## src/rtl/render_pkg.sv

```systemverilog
// rtl/render_pkg.sv - shared state encoding and default sizing for the render pipeline
package render_pkg;

    // Sequencer phases; the clear and draw engines decode these as well.
    typedef enum logic [1:0] {
        ST_INIT  = 2'd0,
        ST_DONE  = 2'd1,
        ST_CLEAR = 2'd2,
        ST_DRAW  = 2'd3
    } render_state_t;

    localparam int DEF_NUM_PASSES = 4;
    localparam int DEF_COORD_W    = 10;
    localparam int DEF_COLOR_W    = 24;
    localparam int DEF_TIMEOUT_W  = 20;
    localparam int DEF_OVR_W      = 8;

    // Width of a pass index; a single pass still gets a 1-bit index.
    function automatic int idx_width(input int n);
        return (n > 1) ? $clog2(n) : 1;
    endfunction

endpackage

```

## src/rtl/frame_edge_detect.sv

```systemverilog
// rtl/frame_edge_detect.sv - two-flop frame tick synchroniser with registered rising-edge pulse
//
// Ports:
//   i_clk, i_rst  - clock, asynchronous active-high reset
//   i_frame_clk   - frame tick from the display timing block
//   o_rise        - one-cycle registered pulse, f1 & ~f2
module frame_edge_detect
    import render_pkg::*;
(
    input  logic i_clk,
    input  logic i_rst,
    input  logic i_frame_clk,
    output logic o_rise
);

    logic r_f1;
    logic r_f2;
    logic r_rise;

    always_ff @(posedge i_clk or posedge i_rst) begin
        if (i_rst) begin
            r_f1   <= 1'b0;
            r_f2   <= 1'b0;
            r_rise <= 1'b0;
        end else begin
            r_f1   <= i_frame_clk;
            r_f2   <= r_f1;
            r_rise <= r_f1 & ~r_f2;
        end
    end

    assign o_rise = r_rise;

endmodule

```

## src/rtl/render_sequencer.sv

```systemverilog
// rtl/render_sequencer.sv - frame sequencer: load, clear, then enabled draw passes in ascending order
//
// Ports:
//   i_clk, i_rst                      - clock, asynchronous active-high reset
//   i_frame_clk                       - frame tick
//   i_load_done, i_clear_done         - phase completion from load / clear engines
//   i_clear_drawx/drawy               - clear-engine pixel address
//   i_draw_done                       - per-pass completion
//   i_draw_drawx/drawy/color          - per-pass pixel address and colour, pass p at slice p
//   i_pass_enable                     - passes to run in the next frame
//   i_err_clr                         - clears the sticky timeout error
//   o_load_obj/clear_start/proj_start - phase strobes (level)
//   o_draw_start                      - one-hot strobe for the active pass
//   o_drawx/drawy/draw_data           - muxed framebuffer write port
//   o_pass_idx                        - active pass index
//   o_frame_clk_rising_edge           - registered frame tick edge
//   o_frame_done, o_timeout_err       - idle indicator, sticky watchdog error
//   o_overrun_count                   - saturating count of frame ticks lost mid-frame
module render_sequencer
    import render_pkg::*;
#(
    parameter int  NUM_PASSES = DEF_NUM_PASSES,
    parameter int  COORD_W    = DEF_COORD_W,
    parameter int  COLOR_W    = DEF_COLOR_W,
    parameter int  TIMEOUT_W  = DEF_TIMEOUT_W,
    parameter int  OVR_W      = DEF_OVR_W,
    localparam int IDX_W      = idx_width(NUM_PASSES)
) (
    input  logic                          i_clk,
    input  logic                          i_rst,
    input  logic                          i_frame_clk,
    input  logic                          i_load_done,
    input  logic                          i_clear_done,
    input  logic [COORD_W-1:0]            i_clear_drawx,
    input  logic [COORD_W-1:0]            i_clear_drawy,
    input  logic [NUM_PASSES-1:0]         i_draw_done,
    input  logic [NUM_PASSES*COORD_W-1:0] i_draw_drawx,
    input  logic [NUM_PASSES*COORD_W-1:0] i_draw_drawy,
    input  logic [NUM_PASSES*COLOR_W-1:0] i_draw_color,
    input  logic [NUM_PASSES-1:0]         i_pass_enable,
    input  logic                          i_err_clr,
    output logic                          o_load_obj,
    output logic                          o_clear_start,
    output logic                          o_proj_start,
    output logic [NUM_PASSES-1:0]         o_draw_start,
    output logic [COLOR_W-1:0]            o_draw_data,
    output logic [COORD_W-1:0]            o_drawx,
    output logic [COORD_W-1:0]            o_drawy,
    output logic [IDX_W-1:0]              o_pass_idx,
    output logic                          o_frame_clk_rising_edge,
    output logic                          o_frame_done,
    output logic                          o_timeout_err,
    output logic [OVR_W-1:0]              o_overrun_count
);

    // The watchdog fires on the cycle whose increment would make it all-ones,
    // so a stuck phase lasts exactly 2**TIMEOUT_W - 1 cycles.
    localparam logic [TIMEOUT_W-1:0] WD_LAST = ~(TIMEOUT_W'(1));
    localparam logic [OVR_W-1:0]     OVR_MAX = '1;

    render_state_t             r_state;
    render_state_t             w_state_nxt;
    logic [NUM_PASSES-1:0]     r_pass_mask;
    logic [NUM_PASSES-1:0]     w_mask_nxt;
    logic [IDX_W-1:0]          r_pass_idx;
    logic [IDX_W-1:0]          w_idx_nxt;
    logic [TIMEOUT_W-1:0]      r_wd;
    logic                      r_timeout_err;
    logic [OVR_W-1:0]          r_ovr;

    logic                      w_frame_rise;
    logic                      w_busy;
    logic                      w_wd_expire;
    logic                      w_timeout_set;
    logic                      w_first_vld;
    logic [IDX_W-1:0]          w_first_idx;
    logic                      w_next_vld;
    logic [IDX_W-1:0]          w_next_idx;
    logic                      w_cur_done;
    logic [NUM_PASSES-1:0]     w_cur_onehot;
    logic [COORD_W-1:0]        w_cur_x;
    logic [COORD_W-1:0]        w_cur_y;
    logic [COLOR_W-1:0]        w_cur_color;

    frame_edge_detect u_edge (
        .i_clk       (i_clk),
        .i_rst       (i_rst),
        .i_frame_clk (i_frame_clk),
        .o_rise      (w_frame_rise)
    );

    assign w_busy      = (r_state == ST_CLEAR) || (r_state == ST_DRAW);
    assign w_wd_expire = w_busy && (r_wd == WD_LAST);

    // Priority pass selection: lowest enabled pass, and the next enabled pass above the current one.
    always_comb begin
        w_first_vld = 1'b0;
        w_first_idx = '0;
        w_next_vld  = 1'b0;
        w_next_idx  = '0;
        for (int p = NUM_PASSES - 1; p >= 0; p--) begin
            if (r_pass_mask[p]) begin
                w_first_vld = 1'b1;
                w_first_idx = IDX_W'(p);
                if (p > int'(r_pass_idx)) begin
                    w_next_vld = 1'b1;
                    w_next_idx = IDX_W'(p);
                end
            end
        end
    end

    // Slice mux for the active pass.
    always_comb begin
        w_cur_done   = 1'b0;
        w_cur_onehot = '0;
        w_cur_x      = '0;
        w_cur_y      = '0;
        w_cur_color  = '0;
        for (int p = 0; p < NUM_PASSES; p++) begin
            if (int'(r_pass_idx) == p) begin
                w_cur_done      = i_draw_done[p];
                w_cur_onehot[p] = 1'b1;
                w_cur_x         = i_draw_drawx[p*COORD_W +: COORD_W];
                w_cur_y         = i_draw_drawy[p*COORD_W +: COORD_W];
                w_cur_color     = i_draw_color[p*COLOR_W +: COLOR_W];
            end
        end
    end

    // Next-state and outputs. Completion is tested before the watchdog so that
    // a done arriving on the expiry cycle still advances normally.
    always_comb begin
        w_state_nxt   = r_state;
        w_mask_nxt    = r_pass_mask;
        w_idx_nxt     = r_pass_idx;
        w_timeout_set = 1'b0;
        o_load_obj    = 1'b0;
        o_frame_done  = 1'b0;
        o_clear_start = 1'b0;
        o_proj_start  = 1'b0;
        o_draw_start  = '0;
        o_drawx       = '0;
        o_drawy       = '0;
        o_draw_data   = '0;
        case (r_state)
            ST_INIT: begin
                o_load_obj = 1'b1;
                if (i_load_done) begin
                    w_state_nxt = ST_DONE;
                end
            end
            ST_DONE: begin
                o_frame_done = 1'b1;
                if (w_frame_rise) begin
                    w_mask_nxt  = i_pass_enable;
                    w_state_nxt = ST_CLEAR;
                end
            end
            ST_CLEAR: begin
                o_clear_start = 1'b1;
                o_proj_start  = 1'b1;
                o_drawx       = i_clear_drawx;
                o_drawy       = i_clear_drawy;
                if (i_clear_done) begin
                    if (w_first_vld) begin
                        w_state_nxt = ST_DRAW;
                        w_idx_nxt   = w_first_idx;
                    end else begin
                        w_state_nxt = ST_DONE;
                    end
                end else if (w_wd_expire) begin
                    w_state_nxt   = ST_DONE;
                    w_timeout_set = 1'b1;
                end
            end
            ST_DRAW: begin
                o_draw_start = w_cur_onehot;
                o_drawx      = w_cur_x;
                o_drawy      = w_cur_y;
                o_draw_data  = w_cur_color;
                if (w_cur_done) begin
                    if (w_next_vld) begin
                        w_idx_nxt = w_next_idx;
                    end else begin
                        w_state_nxt = ST_DONE;
                    end
                end else if (w_wd_expire) begin
                    w_state_nxt   = ST_DONE;
                    w_timeout_set = 1'b1;
                end
            end
            default: begin
                w_state_nxt = ST_INIT;
            end
        endcase
    end

    always_ff @(posedge i_clk or posedge i_rst) begin
        if (i_rst) begin
            r_state <= ST_INIT;
        end else begin
            r_state <= w_state_nxt;
        end
    end

    always_ff @(posedge i_clk or posedge i_rst) begin
        if (i_rst) begin
            r_pass_mask   <= '0;
            r_pass_idx    <= '0;
            r_wd          <= '0;
            r_timeout_err <= 1'b0;
            r_ovr         <= '0;
        end else begin
            r_pass_mask <= w_mask_nxt;
            r_pass_idx  <= w_idx_nxt;

            if ((w_state_nxt != r_state) || (w_idx_nxt != r_pass_idx)) begin
                r_wd <= '0;
            end else if (w_busy) begin
                r_wd <= r_wd + 1'b1;
            end

            if (w_timeout_set) begin
                r_timeout_err <= 1'b1;
            end else if (i_err_clr) begin
                r_timeout_err <= 1'b0;
            end

            // A frame tick while a frame is still in flight is dropped and counted.
            if (w_frame_rise && w_busy && (r_ovr != OVR_MAX)) begin
                r_ovr <= r_ovr + 1'b1;
            end
        end
    end

    assign o_pass_idx              = r_pass_idx;
    assign o_frame_clk_rising_edge = w_frame_rise;
    assign o_timeout_err           = r_timeout_err;
    assign o_overrun_count         = r_ovr;

endmodule

```

## config.mk

```make
export PLATFORM = sky130hd
export DESIGN_NAME = render_sequencer
export DESIGN_NICKNAME = d
export VERILOG_FILES = /design/src/rtl/render_pkg.sv /design/src/rtl/frame_edge_detect.sv /design/src/rtl/render_sequencer.sv
export SDC_FILE = /design/constraint.sdc
export NUM_CORES = 1
export LEC_CHECK = 0
export CAP_MARGIN = 20
export CORE_MARGIN = 8
export CORE_UTILIZATION = 30
export CTS_CLUSTER_SIZE = 24
export DETAILED_ROUTE_END_ITERATION = 8
export PLACE_DENSITY = 0.72
export SLEW_MARGIN = 20
export SYNTH_ARGS = -nofsm -noshare
export SYNTH_HDL_FRONTEND = slang
export SYNTH_SLANG_ARGS = --single-unit
```

## constraint.sdc

```tcl
create_clock -name i_clk -period 6.5 [get_ports i_clk]
set_clock_uncertainty 0.15 [all_clocks]
set_input_delay 1.3 -clock i_clk [delete_from_list [all_inputs] [get_ports i_clk]]
set_output_delay 1.3 -clock i_clk [all_outputs]
set_load 0.01 [all_outputs]
```

==> out/metrics.csv, run 1 <==
stage,metric,value,unit
status,outcome,completed,
cells_and_area,Area Growth Syn to Fin,78.87,%
logic_synthesis,Synth Flop Type,dfrtp_1,
timing,Final min period,4.435,ns
global_routing,routing usage on met1,21.45,%
global_routing,Total GRT Usage,19.43,%
pwr,Leak,2.651,nW
logic_synthesis,syn nets,575,
critical_path,Crit. End Element,primary output,
critical_path,Crit Path Category,in -> out,
logic_synthesis,"flops & latches, synth",40,
cells_and_area,"most common cell after layout, fill and taps aside",clkdlybuf4s50_1,
logic_synthesis,Yosys top cell by area,dfrtp_1,
clocking,Longest Clk Path Bufs,2,
global_routing,met3 usage,4.368,%
detailed_routing,DRT iter0 DRCs,156,
logic_synthesis,largest cells by area after synthesis,"dfrtp_1, mux4_2, mux2i_1",
clocking,CTS tree,yes,
pwr,Peak VDD IR,0.1604,mV
cells_and_area,share of cells above drive strength 1,11.36,%
place,dpl hpwl,13.72,mm
floorplan,chip width,128.2,um
clocking,Clock transition at path regs,0.06,ns
cells_and_area,most frequent cells in the layout,"clkdlybuf4s50_1, mux4_2, nor2_1",
cells_and_area,Reg area,0.001007,sq mm
floorplan,total core area,0.01247,sq mm
timing,Relative slew margins,32.44,%
global_routing,largest net degree at the start of global routing,61,
floorplan,Core Rows,41,
cells_and_area,Util after Layout,54.22,%
floorplan,Die Ht,128.2,um
global_routing,"Remaining Overflow, GRT",0,
global_routing,GR peak layer,met2,
critical_path,crit path launch type,input pin,
timing,FMAX,225.5,MHz
clocking,H-tree levels,2,
detailed_routing,Residual DRC,0,
timing,Final Slew Violations,0,
min_path,hold crit path type,reg -> reg,
critical_path,FF-to-FF Start,o_pass_idx[0],
critical_path,critical path required time,5.05,ns
critical_path,RR Endpoint,r_wd[17],
timing,Final setup viols,0,
floorplan,Initial Utilization,30.31,%
critical_path,Crit Path Max Fanout,1,
critical_path,worst reg2reg setup slack,3.23,ns
detailed_routing,via count,3965,
min_path,Hold Path Sink,u_edge.r_f2,
global_routing,first-pass GRT wire length,24.67,mm
place,port bufs,273,
clocking,number of clock sinks,40,
cells_and_area,n_diodes,0,
clocking,CTS hold repair buffers,0,
logic_synthesis,Syn Area/Cell,10.44,sq um
detailed_routing,routed length per instance,20.64,um
detailed_routing,Initial DRT Pass Iterations,4,
global_routing,vias in the first global route,4403,
clocking,CTS resizes,0,
global_routing,grt met2 use,35.62,%
logic_synthesis,Synth Instances,362,
clocking,CTS Buf Count,5,
detailed_routing,DR vias/cell,5.032,
cells_and_area,Fillers,1116,
clocking,post-CTS setup buffer count,0,
logic_synthesis,post-synth cell types,45,
timing,measured slew at the worst slew-check pin,1.013,ns
critical_path,CP Data Arrival Time,2.98,ns
place,routability cong.,0.8923,
timing,hold_ws,0.2252,ns
min_path,hold path start,u_edge.r_f1,
logic_synthesis,share of the synthesized area in the top cell type,26.49,%
logic_synthesis,Ys Warns,0,
detailed_routing,final WL,16.27,mm
logic_synthesis,post-synthesis sequential area ratio,26.49,%
clocking,clk_lat worst skew,0.28,ns
min_path,WHS Path Cells,0,
timing,final period utilization,68.23,%
floorplan,I/O pin count,274,
timing,RSZ-0062 raised after global routing,false,
logic_synthesis,synthesized area,0.003779,sq mm
critical_path,worst reg2reg path depth,6,
cells_and_area,Multi-input gate area,0.002599,sq mm
logic_synthesis,Post-synth EDFFs,0,
clocking,root buf cell,clkbuf_16,
detailed_routing,number of nets with antenna violations after routing,0,
floorplan,die area,0.01644,sq mm
cells_and_area,fin nets,828,
logic_synthesis,Async SR Flop Fraction,100.0,%
timing,setup_tns,0,ns
pwr,Power Density,303.3,mW/mm^2
global_routing,initial antenna violation count,0,
flow_run,MaxCap Viol Count,0,
timing,Final Hold Viols,0,
flip-flops by register name (all words and copies together), names as in the netlist:
signal,count
r_wd,20
o_overrun_count,8
r_pass_mask,4
o_pass_idx,2
r_state,2
o_timeout_err,1
u_edge.o_rise,1
u_edge.r_f1,1
u_edge.r_f2,1
metrics by stage:
| step | total power, mW | worst slack (ns) | cell area [sq um] | instances |
|---|---|---|---|---|
| 2_1_floorplan | 1.244 | 3.102 | 3779 | 362 |
| 3_3_place_gp | 1.815 | 2.044 | 6606 | 779 |
| 3_5_place_dp | 1.835 | 2.053 | 6606 | 779 |
| 4_1_cts | 2.078 | 2.052 | 6748 | 787 |
| 5_1_grt | 2.187 | 2.007 | 6759 | 788 |
| 6_report | 2.050 | 2.065 | 6759 | 788 |
where the power goes:
| part | total (mW) | internal (mW) | leakage [nW] | switching, mW |
|---|---|---|---|---|
| Combinational | 1.31 | 0.806 | 2.06 | 0.501 |
| Sequential | 0.508 | 0.295 | 0.521 | 0.212 |
| Clock | 0.236 | 0.141 | 0.0669 | 0.0941 |
worst max-delay path by stage:
stage,from,to,slack [ns],cells after the start
after CTS,i_draw_drawy[33],o_drawy[3],2.05,5
after global placement,i_draw_drawy[23],o_drawy[3],2.04,5
after floorplan,i_draw_drawx[30],o_drawx[0],3.10,3
after detailed placement,i_draw_drawy[33],o_drawy[3],2.05,5
final,i_draw_drawy[33],o_drawy[3],2.07,5
after global routing,i_draw_drawy[30],o_drawy[0],2.01,5
layer usage:
metal,routed length [um],part of all wire (%)
met1,6042,37
met2,8920,55
met3,852,5.2
met4,449,2.8
met5,0,0
synthesized netlist by cell type (5+ instances only):
library cell  number
inv_1              6
mux2i_1           22
xnor2_1           16
mux4_2            44
nand3_1            5
mux2_2             7
nor2b_1           29
xor2_1            10
nor2_1            38
dfrtp_1           40
nor4bb_1           7
nand2_1           28
nor3_1            18
buf_2              8
clkbuf_1          17
nand4_1           15
kinds of logic after synthesis:
family / Yosys count / synth area share [%]
adder cells (fa/ha/maj): 3 / 0.9935
AND/OR/NAND/NOR: 157 / 21.92
XOR/XNOR: 26 / 6.026
buffers and inverters: 38 / 4.735
multiplexers: 75 / 34.83
flip-flops: 40 / 26.49
AO/OA/AOI/OAI: 23 / 5.000
area by class of cell:
| type | count | share of cell area [%] |
|---|---|---|
| clock inverters | 2 | 0.1851 |
| inverters | 6 | 0.3332 |
| well taps | 172 | 3.184 |
| flip-flops and latches | 40 | 14.90 |
| repair buffers | 278 | 41.04 |
| multi-input cells | 284 | 38.45 |
| clock buffers | 6 | 1.907 |
worst max-delay path, cell delays in order:
cell	delay, ns
clkdlybuf4s50_1	0.41
mux4_2	0.49
mux2i_1	0.14
nor2_1	0.06
clkdlybuf4s50_1	0.58
Note: power is estimated with default switching activity, not from simulation.
==> run 2, diff against run 1 <==
PLACE_DENSITY = 0.74   (was 0.72)
clock period = 3.6 ns   (was 6.5 ns; I/O delays follow)
==> out/metrics.csv, run 2 (synthesis results as in run 1) <==
stage,metric,value,unit,change
detailed_routing,via count,4036,,+1.8%
clocking,post-CTS setup buffer count,0,,unchanged
critical_path,Crit Path Category,reg -> out,,
cells_and_area,Top reg by flops,r_wd,,
floorplan,I/O pin count,274,,unchanged
cells_and_area,Util after Layout,55.34,%,+1.1 points
cells_and_area,Area Growth Syn to Fin,82.58,%,
critical_path,Crit Path Max Fanout,35,,+34
global_routing,met3 usage,5.491,%,+1.1 points
global_routing,"Remaining Overflow, GRT",0,,unchanged
clocking,CTS tree,yes,,
place,port bufs,273,,unchanged
pwr,Peak VDD IR,0.2973,mV,+85%
floorplan,Core Rows,41,,unchanged
clocking,Longest Clk Path Bufs,2,,unchanged
timing,FMAX,303.7,MHz,
clocking,CTS Buf Count,5,,unchanged
timing,setup_tns,0,ns,unchanged
clocking,H-tree levels,2,,unchanged
global_routing,first-pass GRT wire length,25.52,mm,+3.4%
clocking,CTS hold repair buffers,0,,unchanged
global_routing,initial antenna violation count,0,,unchanged
critical_path,cells along the critical path,buf_12 -> mux4_2 -> nor2b_1 -> clkdlybuf4s50_1,,
clocking,root buf cell,clkbuf_16,,
place,routability cong.,0.9215,,+3.3%
detailed_routing,DRT iter0 DRCs,247,,+58%
critical_path,CP Data Arrival Time,2.42,ns,-0.56 ns
timing,hold_ws,0.2218,ns,-0.003388 ns
timing,Final Slew Violations,0,,unchanged
floorplan,die area,0.01644,sq mm,unchanged
timing,Final min period,3.293,ns,
flow_run,MaxCap Viol Count,0,,unchanged
min_path,hold crit path type,reg -> reg,,
floorplan,total core area,0.01247,sq mm,unchanged
global_routing,grt met2 use,37.91,%,+2.3 points
cells_and_area,"most common cell after layout, fill and taps aside",clkdlybuf4s50_1,,
global_routing,routing usage on met1,21.10,%,-0.35 points
global_routing,GR peak layer,met2,,
critical_path,crit path launch type,register,,
clocking,CTS resizes,0,,unchanged
timing,Final setup viols,0,,unchanged
timing,Relative slew margins,44.44,%,+12 points
global_routing,vias in the first global route,4548,,+3.3%
cells_and_area,max reg flops,20,,unchanged
critical_path,"slowest stage delay, CP",0.90,ns,+0.32 ns
pwr,Tot Pwr,3.903,mW,+90%
detailed_routing,routed length per instance,21.15,um,+2.5%
cells_and_area,most frequent cells in the layout,"clkdlybuf4s50_1, mux4_2, nor2_1",,
floorplan,chip width,128.2,um,unchanged
detailed_routing,number of nets with antenna violations after routing,0,,unchanged
timing,final period utilization,91.46,%,
floorplan,Die Ht,128.2,um,unchanged
clocking,Clock transition at path regs,0.06,ns,about the same
critical_path,critical path required time,2.73,ns,-2.32 ns
status,outcome,completed,,
floorplan,Initial Utilization,30.31,%,unchanged
detailed_routing,final WL,16.95,mm,+4.2%
clocking,clk_lat worst skew,0.28,ns,about the same
pwr,Leak,2.729,nW,+2.9%
cells_and_area,share of cells above drive strength 1,13.20,%,+1.8 points
global_routing,Total GRT Usage,19.95,%,+0.52 points
critical_path,Crit. End Element,primary output,,
global_routing,largest net degree at the start of global routing,41,,-33%
pwr,Power Density,565.8,mW/mm^2,+87%
cells_and_area,n_diodes,0,,unchanged
timing,Final Hold Viols,0,,unchanged
place,dpl hpwl,14.29,mm,+4.1%
clocking,number of clock sinks,40,,unchanged
detailed_routing,Initial DRT Pass Iterations,4,,unchanged
timing,RSZ-0062 raised after global routing,false,,
critical_path,worst reg2reg setup slack,0.74,ns,-2.49 ns
detailed_routing,DR vias/cell,5.039,,+0.14%
critical_path,slowest CP cell,dfrtp_2,,
timing,measured slew at the worst slew-check pin,0.8333,ns,-0.1801 ns
detailed_routing,Residual DRC,0,,unchanged
cells_and_area,fin nets,841,,+1.6%
[run 2: changes by cell type in the layout (fill, tap and decap cells not counted), sizes merged]
cell | previous run | this run
clkbuf | 6 | 7
buf | 5 | 18
clkinv | 1 | 0
[run 2: per-stage QoR]
stage | instance area [sq um] | instances | setup WS [ns]
global placement | 6729 | 792 | 0.3749
CTS | 6879 | 800 | 0.1242
global route | 6899 | 801 | 0.1777
floorplan | 3779 | 362 | 1.026
detailed placement | 6729 | 792 | 0.3653
finish | 6899 | 801 | 0.3073
[run 2: final cells by class]
class	instances	area [sq um]
timing repair buffer	291	2905
clock buffer	7	142.6
multi-input combinational	284	2599
tap	172	215.2
inverter	6	22.52
clock inverter	1	7.507
sequential	40	1007
fill	1095	5567
[run 2: worst max-delay path, delay by kind of cell (launching register included)]
kind,cells,cell delay [ns]
buffers and inverters,2,0.73
multiplexers,1,0.33
AND/OR/NAND/NOR,1,0.15
flip-flops,1,0.90
[run 2: final timing paths]
| check | start | to | depth (start not counted) |
|---|---|---|---|
| setup reg to reg | o_pass_idx[0] | r_wd[18] | 8 |
| setup / recovery | o_pass_idx[1] | o_draw_data[19] | 4 |
| min in group asynchronous | i_rst | r_wd[5] | 3 |
| hold reg to reg | u_edge.r_f1 | u_edge.r_f2 | 0 |
| hold / removal | u_edge.r_f1 | u_edge.r_f2 | 0 |
| max in group asynchronous | i_rst | o_pass_idx[0] | 3 |
[run 2: power by group]
group	total [mW]	switching (mW)	internal, mW	leakage (nW)
Clock	0.452	0.176	0.276	0.0701
Sequential	0.793	0.256	0.537	0.521
Combinational	2.66	1.09	1.57	2.14
[run 2: metal layers]
| metal | vias to the layer above | part of all wire [%] |
|---|---|---|
| met5 | - | 0 |
| met4 | 0 | 1.7 |
| met3 | 20 | 6.5 |
| met2 | 164 | 56 |
| met1 | 1969 | 36 |
| li1 | 1883 | - |
==> run 3, diff against run 2 <==
CORE_MARGIN = 2   (was 8)
==> out/metrics.csv, run 3 (synthesis results as in run 1) <==
stage,metric,value,unit,change
flow_run,MaxCap Viol Count,0,,unchanged
critical_path,FF-to-FF Start,o_pass_idx[0],,
floorplan,Die Ht,116.2,um,-9.4%
global_routing,initial antenna violation count,0,,unchanged
critical_path,crit path launch type,input pin,,
critical_path,Crit Path Category,in -> out,,
place,port bufs,273,,unchanged
clocking,CTS tree,yes,,
pwr,Leak,2.715,nW,-0.49%
global_routing,Total GRT Usage,20.47,%,+0.52 points
cells_and_area,Multi-input gate area,0.002599,sq mm,unchanged
pwr,Tot Pwr,3.861,mW,-1.1%
cells_and_area,Reg area,0.001006,sq mm,-0.13%
cells_and_area,max reg flops,20,,unchanged
floorplan,Core Rows,40,,-2.4%
clocking,Clock transition at path regs,0.06,ns,about the same
global_routing,first-pass GRT wire length,21.33,mm,-16%
clocking,CTS resizes,0,,unchanged
timing,setup_tns,0,ns,unchanged
cells_and_area,Area Growth Syn to Fin,81.76,%,
timing,Final Slew Violations,0,,unchanged
detailed_routing,Residual DRC,0,,unchanged
detailed_routing,routed length per instance,18.38,um,-13%
cells_and_area,n_diodes,0,,unchanged
critical_path,Crit. End Element,primary output,,
timing,Relative slew margins,54.42,%,+10 points
floorplan,I/O pin count,274,,unchanged
cells_and_area,Fillers,1057,,-3.5%
pwr,Power Density,562.2,mW/mm^2,-0.63%
critical_path,Worst Setup SP,i_draw_drawy[30],,
min_path,hold path start,u_edge.r_f1,,
pwr,Peak VDD IR,0.2449,mV,-18%
place,setup slack at placement,0.2016,ns,-0.1637 ns
clocking,Longest Clk Path Bufs,2,,unchanged
detailed_routing,DRT iter0 DRCs,185,,-25%
detailed_routing,Initial DRT Pass Iterations,7,,+3
timing,RSZ-0062 raised after global routing,false,,
detailed_routing,number of nets with antenna violations after routing,0,,unchanged
timing,final period utilization,94.52,%,+3.1 points
cells_and_area,fin nets,837,,-0.48%
detailed_routing,final WL,14.58,mm,-14%
place,dpl hpwl,12.16,mm,-15%
timing,setup ws final,0.1974,ns,-0.1099 ns
timing,measured slew at the worst slew-check pin,0.6805,ns,-0.1528 ns
min_path,hold crit path type,reg -> reg,,
timing,Final min period,3.403,ns,+0.1099 ns
clocking,number of clock sinks,40,,unchanged
timing,FMAX,293.9,MHz,-3.2%
global_routing,largest net degree at the start of global routing,41,,unchanged
cells_and_area,Top reg by flops,r_wd,,
clocking,H-tree levels,2,,unchanged
timing,Final Hold Viols,0,,unchanged
clocking,post-CTS setup buffer count,0,,unchanged
cells_and_area,most frequent cells in the layout,"clkdlybuf4s50_1, mux4_2, nor2_1, dfrtp_1, nor2b_1",,
critical_path,CP Data Arrival Time,2.53,ns,+0.11 ns
clocking,CTS hold repair buffers,0,,unchanged
clocking,root buf cell,clkbuf_16,,
cells_and_area,final instance area,0.006868,sq mm,-0.45%
cells_and_area,"most common cell after layout, fill and taps aside",clkdlybuf4s50_1,,
floorplan,die area,0.01351,sq mm,-18%
timing,Final setup viols,0,,unchanged
global_routing,vias in the first global route,4195,,-7.8%
detailed_routing,DR vias/cell,5.096,,+1.1%
detailed_routing,via count,4041,,+0.12%
place,Placed Area,0.006700,sq mm,-0.43%
floorplan,chip width,116.2,um,-9.4%
clocking,CTS Buf Count,5,,unchanged
floorplan,total core area,0.01216,sq mm,-2.4%
floorplan,Initial Utilization,31.07,%,+0.76 points
critical_path,Crit Path Max Fanout,1,,-97%
clocking,clk_lat worst skew,0.28,ns,about the same
cells_and_area,share of cells above drive strength 1,12.64,%,-0.56 points
global_routing,"Remaining Overflow, GRT",0,,unchanged
place,routability cong.,0.8094,,-12%
critical_path,critical path required time,2.73,ns,about the same
status,outcome,completed,,
run 3: changes by cell type in the layout (fill, tap and decap cells not counted), sizes merged:
| cell | change |
|---|---|
| bufinv | +1 |
| clkinv | +1 |
| buf | -4 |
| clkbuf | -2 |
run 3: metrics by stage:
step	utilization [%]	hold slack, ns	cells
floorplan	-	0.1965	362
global placement	55.09	0.2071	785
detailed placement	55.09	0.2163	785
CTS	56.47	0.2293	793
global route	56.47	0.2463	793
finish	56.47	0.2325	793
run 3: where the power goes:
| part | switching (mW) | internal, mW |
|---|---|---|
| Combinational | 1.06 | 1.53 |
| Sequential | 0.235 | 0.536 |
| Clock | 0.181 | 0.325 |
run 3: routing by layer:
metal	wire [um]	vias up	track usage, %
li1	-	1872	-
met3	856	23	3.166
met4	389	0	7.381
met2	8225	177	38.80
met5	0	-	0
met1	5104	1969	23.13
run 3: final cells by class:
cell class,instances,area share [%]
repair buffers,287,41.68
multi-input cells,284,37.84
flip-flops and latches,40,14.65
well taps,168,3.061
clock buffers,5,1.822
clock inverters,3,0.6194
inverters,6,0.3279
run 3: worst paths after layout:
check,cells after the start,to,slack [ns]
max,5,o_drawy[0],0.20
min,0,u_edge.r_f2,0.23
max reg2reg,7,r_wd[15],0.80
min reg2reg,0,u_edge.r_f2,0.23
max in group asynchronous,3,o_pass_idx[0],2.18
min in group asynchronous,3,o_overrun_count[2],0.72
run 3: critical path, cell delays in order:
cell	delay (ns)
clkdlybuf4s50_1	0.42
mux4_2	0.47
mux2i_1	0.36
nor2_1	0.08
clkdlybuf4s50_1	0.49
